==> config.mk <==
export PLATFORM = sky130hd
export DESIGN_NAME = r4u2_pingpong_ram
export DESIGN_NICKNAME = d
export VERILOG_FILES = /design/src/rtl/r4u2_pingpong_ram.sv
export SDC_FILE = /design/constraint.sdc
export NUM_CORES = 2
export LEC_CHECK = 0
export ABC_AREA = 0
export BUFFER_PORTS_ARGS = -buffer_cell sky130_fd_sc_hd__buf_2
export CORE_AREA = 8 8 675 677
export CTS_CLUSTER_SIZE = 28
export DETAILED_ROUTE_END_ITERATION = 10
export DIE_AREA = 0 0 683 685
export GPL_TIMING_DRIVEN = 1
export MAX_ROUTING_LAYER = met4
export PLACE_DENSITY = 0.52
export SKIP_LAST_GASP = 1
export SLEW_MARGIN = 5
export SYNTH_ARGS = -nofsm -noshare
export SYNTH_HDL_FRONTEND = slang
export SYNTH_MEMORY_MAX_BITS = 65536
export SYNTH_SLANG_ARGS = --single-unit
==> constraint.sdc <==
create_clock -name clk_sys -period 4.72 [get_ports clk_sys]
set_clock_uncertainty 0.1 [all_clocks]
set_input_delay 0.944 -clock clk_sys [delete_from_list [all_inputs] [get_ports clk_sys]]
set_output_delay 0.944 -clock clk_sys [all_outputs]
set_load 0.02 [all_outputs]
==> src/rtl/r4u2_pingpong_ram.sv <==
// rtl/r4u2_pingpong_ram.sv - dual-bank ping-pong frame buffer between radix-4 FFT stages
//
// The writer fills the FREE bank at arbitrary addresses while the reader drains
// the FULL bank at arbitrary addresses. Banks swap on frame-end markers.
//
// Ports:
//   clk_sys  - system clock, rising edge
//   rst_sys  - synchronous active-high reset
//   wr_en    - write strobe, active low
//   wr_addr  - write address within the current write bank
//   wr_data  - write data
//   wr_last  - last write of a frame (only with wr_en=0)
//   wr_rdy   - current write bank is free
//   wr_ovf   - one-cycle pulse after a write was dropped on a full bank
//   rd_req   - read request, active high
//   rd_addr  - read address within the current read bank
//   rd_last  - last read of a frame (only with an accepted rd_req)
//   rd_rdy   - current read bank holds a complete frame
//   rd_data  - registered read data
//   rd_vld   - rd_data valid this cycle

`ifndef MAN_WIDTH
`define MAN_WIDTH 16
`endif
`ifndef EXP_WIDTH
`define EXP_WIDTH 4
`endif

module r4u2_pingpong_ram #(
    parameter int DATA_W = `MAN_WIDTH + `MAN_WIDTH + `EXP_WIDTH,
    parameter int ADDR_W = 6
) (
    input  logic              clk_sys,
    input  logic              rst_sys,
    input  logic              wr_en,
    input  logic [ADDR_W-1:0] wr_addr,
    input  logic [DATA_W-1:0] wr_data,
    input  logic              wr_last,
    output logic              wr_rdy,
    output logic              wr_ovf,
    input  logic              rd_req,
    input  logic [ADDR_W-1:0] rd_addr,
    input  logic              rd_last,
    output logic              rd_rdy,
    output logic [DATA_W-1:0] rd_data,
    output logic              rd_vld
);

    localparam int DEPTH = 1 << ADDR_W;

    typedef enum logic {
        BANK_FREE = 1'b0,
        BANK_FULL = 1'b1
    } bank_state_t;

    bank_state_t bank_q [2];
    bank_state_t bank_d [2];
    logic        wr_bank;
    logic        wr_bank_d;
    logic        rd_bank;
    logic        rd_bank_d;

    // Both banks live in one array; the bank pointer is the address MSB.
    logic [DATA_W-1:0] mem [0:2*DEPTH-1];

    logic wr_acc;
    logic rd_acc;

    assign wr_rdy = (bank_q[wr_bank] == BANK_FREE);
    assign rd_rdy = (bank_q[rd_bank] == BANK_FULL);

    // Reset blocks the memory write so a reset cycle has no side effects.
    assign wr_acc = ~wr_en & wr_rdy & ~rst_sys;
    assign rd_acc = rd_req & rd_rdy;

    // Write bank is always FREE and read bank always FULL, so the two
    // updates below never touch the same bank and can both apply.
    always_comb begin
        bank_d[0] = bank_q[0];
        bank_d[1] = bank_q[1];
        wr_bank_d = wr_bank;
        rd_bank_d = rd_bank;
        if (wr_acc && wr_last) begin
            bank_d[wr_bank] = BANK_FULL;
            wr_bank_d       = ~wr_bank;
        end
        if (rd_acc && rd_last) begin
            bank_d[rd_bank] = BANK_FREE;
            rd_bank_d       = ~rd_bank;
        end
    end

    always_ff @(posedge clk_sys) begin
        if (rst_sys) begin
            bank_q[0] <= BANK_FREE;
            bank_q[1] <= BANK_FREE;
            wr_bank   <= 1'b0;
            rd_bank   <= 1'b0;
        end else begin
            bank_q[0] <= bank_d[0];
            bank_q[1] <= bank_d[1];
            wr_bank   <= wr_bank_d;
            rd_bank   <= rd_bank_d;
        end
    end

    // Storage is not reset; stale contents are unreachable until a new frame completes.
    always_ff @(posedge clk_sys) begin
        if (wr_acc) begin
            mem[{wr_bank, wr_addr}] <= wr_data;
        end
    end

    always_ff @(posedge clk_sys) begin
        if (rst_sys) begin
            rd_data <= '0;
            rd_vld  <= 1'b0;
            wr_ovf  <= 1'b0;
        end else begin
            rd_vld <= rd_acc;
            wr_ovf <= ~wr_en & ~wr_rdy;
            if (rd_acc) begin
                rd_data <= mem[{rd_bank, rd_addr}];
            end
        end
    end

endmodule

Yosys cells after proc, flatten, opt, wreduce, memory -nomap -nowiden
Memory sizes are Yosys's and may differ from the RTL's. A register that Yosys moved wholly into a read port is not among the register bits.
Cells that the tools add are included.
{"block": "word_totals", "input_bits": 54, "output_inout_bits": 40, "mem_count": 2, "mem_bits_rw": 4610, "register_bits": 4}
{"block": "classes", "mux": 17, "bitwise_logic": 16, "reduce_logical": 4, "magnitude_cmp": 4}
{"name": "mem", "depth": 128, "word_bits": 36, "read_ports": 1, "rd_clocked_by_memory_dff": 1, "wr": 1, "line": "64", "text": "logic [DATA_W-1:0] mem [0:2*DEPTH-1];"}
{"name": "bank_q", "depth": 2, "word_bits": 1, "read_ports": 4, "rd_clocked_by_memory_dff": 2, "wr": 2, "line": "56", "text": "bank_state_t bank_q [2];"}
{"cell": "$mux 1", "n": 13}
{"cell": "$not 1->1", "n": 5}
{"cell": "$and 1x1->1", "n": 4}
{"cell": "$ge 2x2->1 const B", "n": 2}
{"cell": "$logic_and 1x1->1", "n": 4}
{"cell": "$lt 2x1->1 const B", "n": 2}
{"cell": "$mux 2", "n": 2}
{"cell": "$not 1->2", "n": 2}
{"cell": "$and 2x2->2", "n": 1}
{"cell": "$demux 1 s1", "n": 2}
{"cell": "$not 2->2", "n": 1}
{"cell": "$or 1x1->1", "n": 2}
{"cell": "$or 2x2->2", "n": 1}

Depth between registers and ports, before layout
{"block": "logic_depth", "ltp_word": 10, "depth_mapped": 12, "depth_no_buf": 6}

Worst setup path before layout
OpenSTA, ideal clock, no wires.
{"block": "synth_path", "path_kind": "input -> register", "startpoint": "input rst_sys", "endpoint": "memory mem[110][0] (netlist bit) (enable)", "cell_stages": 6, "t_arrival_ps": 3672, "setup_slack_ps": 519, "n_path_buf": 2, "path_cell_list": "clkbuf_1 nor3b_1 nor2b_1 nand3_1 clkbuf_1 nor2_1"}
{"block": "synth_via", "elab_chain_cells": 4}
{"element": "start, declared", "line": "34", "text": "input logic rst_sys,"}
{"element": "$not 1->1", "line": "73", "text": "assign wr_acc = ~wr_en & wr_rdy & ~rst_sys;"}
{"element": "$and 1x1->1", "line": "73"}
{"element": "$mux 1", "line": "109", "text": "if (wr_acc) begin"}
{"element": "$mux 1 (implied by the code)", "line": "110", "text": "mem[{wr_bank, wr_addr}] <= wr_data;"}
{"element": "end, declared", "line": "64"}
No other way between the ends.

==> metrics.cfg <==
[setup_path]
setup.worst_path.end=rd_data[0]
crit_path_top_delay_cell=dfxtp_2
critPathBufInv=4
cp_top_family=compound AO/OA/AOI/OAI gates
cp_cell_sequence=clkinv_1 -> buf_4 -> or3_1 -> buf_4 -> o21ai_0 -> o21ai_0 -> buf_4 -> a311oi_1
rrSetupSlack_ns=0.70
r2r-end=rd_data[0]
cp-end-kind=flip-flop
reg2regPathDepth=8
r2r-start=rd_bank
arrival_ns=4.80
crit_type=reg2reg
cp_num_cells=8
crit_top_cell=buf_4
cp_max_fo=17
required_ns=5.51
worstSetupStartpoint=rd_bank
startpoint_type=flip-flop
critPathMaxStageDelay_ns=0.93

[place]
port_buffers=93
place_ws_ns=-0.115
place_inst=14100
routabilityCongestion=0.817
hpwl_um=317000

[global_routing]
grt_pass1_wl_um=731000
antenna_found_initial=58
gr-total-overflow=0
grt_usage=0.230
grt_pass1_vias=87900
grt_max_degree=99

[sta]
finalHoldViolations=0
setup_viol=0
layout_setup_ws_ns=0.704
fmax_ghz=0.249
worst_slew_pin_slew_ns=1.42
final.min_clock_period_ns=4.02
slew_violations=0
relSlewSlack=0.0426
rsz0062_at_grt=false
finalCritPeriodShare=0.851

[synth]
ys_warn_count=0
synth_edf_count=4608
synth_cells=7859
syn_area_um2=177000
synth_area_per_cell_um2=22.5
synth_flop_cell=edfxtp_1
syn_nets=7913
synthDistinctLibCells=59
synth_seq_cells=4652
ys_seq_area_frac=0.786
synth_async_sr_flop_share=0

[die]
ios=94
die_x_um=683
dieHeight_um=685
core_area_um2=444000
fp.dieArea_um2=468000
start_util=0.399
row_count=245

[detailed_routing]
first_pass_iters=5
drc=0
drt-vias-per-instance=5.86
vias=87800
routed_wl_um=532000
wl_per_cell_um=35.6
antenna_left=0
drtIter0Drc=11000

[clock_tree]
cts_setup_buffers=0
clock-sinks=4652
htree_levels=5
clkTransAtPathRegs_ns=0.06
ctsResizeCount=0
cts_tree=built
cts_root_buffer=clkbuf_16
clock_latency_ns=1.01
hold_buffers=2
cts.path.max_buffers=4
cts_buffers=471

[cells_and_area]
fin_nets=8671
drive_gt1_frac=0.289
area_growth_pct=16.4
fin_cells=15000

[pwr]
ir_worst_vdd_mv=0.332
combPwrFrac=0.051
sequentialPowerShare=0.524
p_leak_uw=0.0646
p_clk_frac=0.426
p_sw_uw=18700
p_int_uw=68200
switching_share=0.215
powerDensity_nw_per_um2=422

[run_status]
outcome=completed

[min_path]
worstHoldPathType=in2reg

[job]
drv_cap=0

sequential cells by signal (all words and copies together) (netlist names), named ones only:
name and count:
bank_q 2, mem 4608, rd_bank 1, rd_data 36, rd_vld 1, wr_bank 1
wr_ovf 1
cells in the mapped netlist (4+ instances only):
| library cell | number | area share |
|---|---|---|
| o31ai_1 | 5 | 0.00021 |
| a221o_1 | 6 | 0.00034 |
| nand4_1 | 24 | 0.00085 |
| buf_4 | 91 | 0.0039 |
| nor3_1 | 45 | 0.0013 |
| mux2_2 | 13 | 0.00083 |
| a21oi_1 | 90 | 0.0025 |
| buf_6 | 54 | 0.0034 |
| buf_1 | 19 | 0.00040 |
| nand2_1 | 175 | 0.0037 |
| a22o_1 | 22 | 0.0011 |
| dfxtp_1 | 44 | 0.0050 |
| o2111ai_1 | 6 | 0.00030 |
| a31oi_1 | 21 | 0.00074 |
| o22a_1 | 5 | 0.00025 |
| edfxtp_1 | 4608 | 0.78 |
| o22ai_1 | 136 | 0.0048 |
| o221ai_1 | 26 | 0.0013 |
| or2_2 | 4 | 0.00014 |
| mux4_2 | 1054 | 0.13 |
| nor2b_1 | 17 | 0.00060 |
| o21ai_0 | 115 | 0.0032 |
| a221oi_1 | 38 | 0.0019 |
| mux2i_1 | 386 | 0.022 |
| nand2b_1 | 9 | 0.00032 |
| buf_2 | 121 | 0.0034 |
| nor2_1 | 200 | 0.0042 |
| a311oi_1 | 29 | 0.0014 |
| a32oi_1 | 8 | 0.00040 |
| clkbuf_1 | 158 | 0.0033 |
| a22oi_1 | 156 | 0.0066 |
| o211ai_1 | 15 | 0.00064 |
| a211o_1 | 10 | 0.00049 |
| or4_1 | 5 | 0.00021 |
| and2_1 | 11 | 0.00039 |
| a211oi_1 | 22 | 0.00093 |
| nand3_1 | 76 | 0.0021 |
kinds of logic (layout without fill, tap and decap cells):
| logic type | after synthesis | after routing | synth area share |
|---|---|---|---|
| flip-flops | 4652 | 4652 | 0.786 |
| multiplexers | 1453 | 1453 | 0.157 |
| AO/OA/AOI/OAI | 726 | 726 | 0.0280 |
| AND/OR/NAND/NOR | 577 | 577 | 0.0143 |
| buffers and inverters | 449 | 1603 | 0.0148 |
| XOR/XNOR | 2 | 2 | 0.0000989 |
| other | 0 | 25 | 0 |
power groups by stage:
| stage | Sequential [µW] | Combinational, µW | Clock (µW) |
|---|---|---|---|
| floorplan | 46400 | 2060 | 0 |
| detailed placement | 46400 | 4460 | 0 |
| global route | 45500 | 4610 | 39100 |
| CTS | 45500 | 4470 | 37600 |
| finish | 45500 | 4410 | 37000 |
| global placement | 46400 | 4390 | 0 |
cells in the final DEF (no fill, tap or decap), types with 50 or more instances in the layout:
cell       instances
o22ai_1          136
clkinv_2          75
clkbuf_16        476
buf_12           203
clkbuf_1          94
o21ai_0          114
nand3_1           74
a21oi_1           89
buf_2             53
mux2i_1          386
a22oi_1          156
nand2_1          167
nor2_4           129
nor2_1            70
clkinv_1         129
edfxtp_1        4608
mux4_2          1054
bufinv_16         50
buf_4            469
cell type report:
type | count | area [µm²]
Antenna cell | 25 | 62.6
Clock buffer | 577 | 12400
Clock inverter | 292 | 2840
Fill cell | 36600 | 238000
Inverter | 3 | 21.3
Multi-Input combinational cell | 2758 | 36300
Sequential cell | 4652 | 139000
Tap cell | 5928 | 7420
Timing Repair Buffer | 731 | 7920
through the flow:
stage | util | power, µW | TNS [ns] | hold WS (ns) | area, µm²
floorplan | - | 48400 | 0 | 0.378 | 177000
global placement | 0.430 | 50800 | -0.774 | 0.401 | 191000
detailed placement | 0.430 | 50900 | -0.248 | 0.410 | 191000
CTS | 0.464 | 87600 | 0 | 0.147 | 206000
global route | 0.464 | 89200 | 0 | 0.194 | 206000
finish | 0.464 | 86900 | 0 | 0.228 | 206000
worst min-delay path by stage:
stage,startpoint,end,slack (ns),cells past startpoint
final,rst_sys,bank_q[1],0.23,3
after global placement,bank_q[0],bank_q[0],0.40,2
after global routing,wr_data[10],mem[95][10],0.19,1
after detailed placement,bank_q[0],bank_q[0],0.41,2
after CTS,wr_last,wr_bank,0.15,4
after floorplan,bank_q[0],bank_q[0],0.38,2
worst reg2reg max path, stage by stage (launching register included):
cell	delay, ns
dfxtp_2	0.93
clkinv_1	0.33
buf_4	0.27
or3_1	0.56
buf_4	0.23
o21ai_0	0.72
o21ai_0	0.28
buf_4	0.21
a311oi_1	0.27
routing by layer:
layer / wire length, µm / vias up / GRT usage
li1: - / 35100 / -
met1: 214000 / 48300 / 0.307
met2: 261000 / 3589 / 0.369
met3: 38200 / 735 / 0.0323
met4: 19000 / 0 / 0.0701
met5: 0 / - / -
Power figures use the tool's default switching activity.
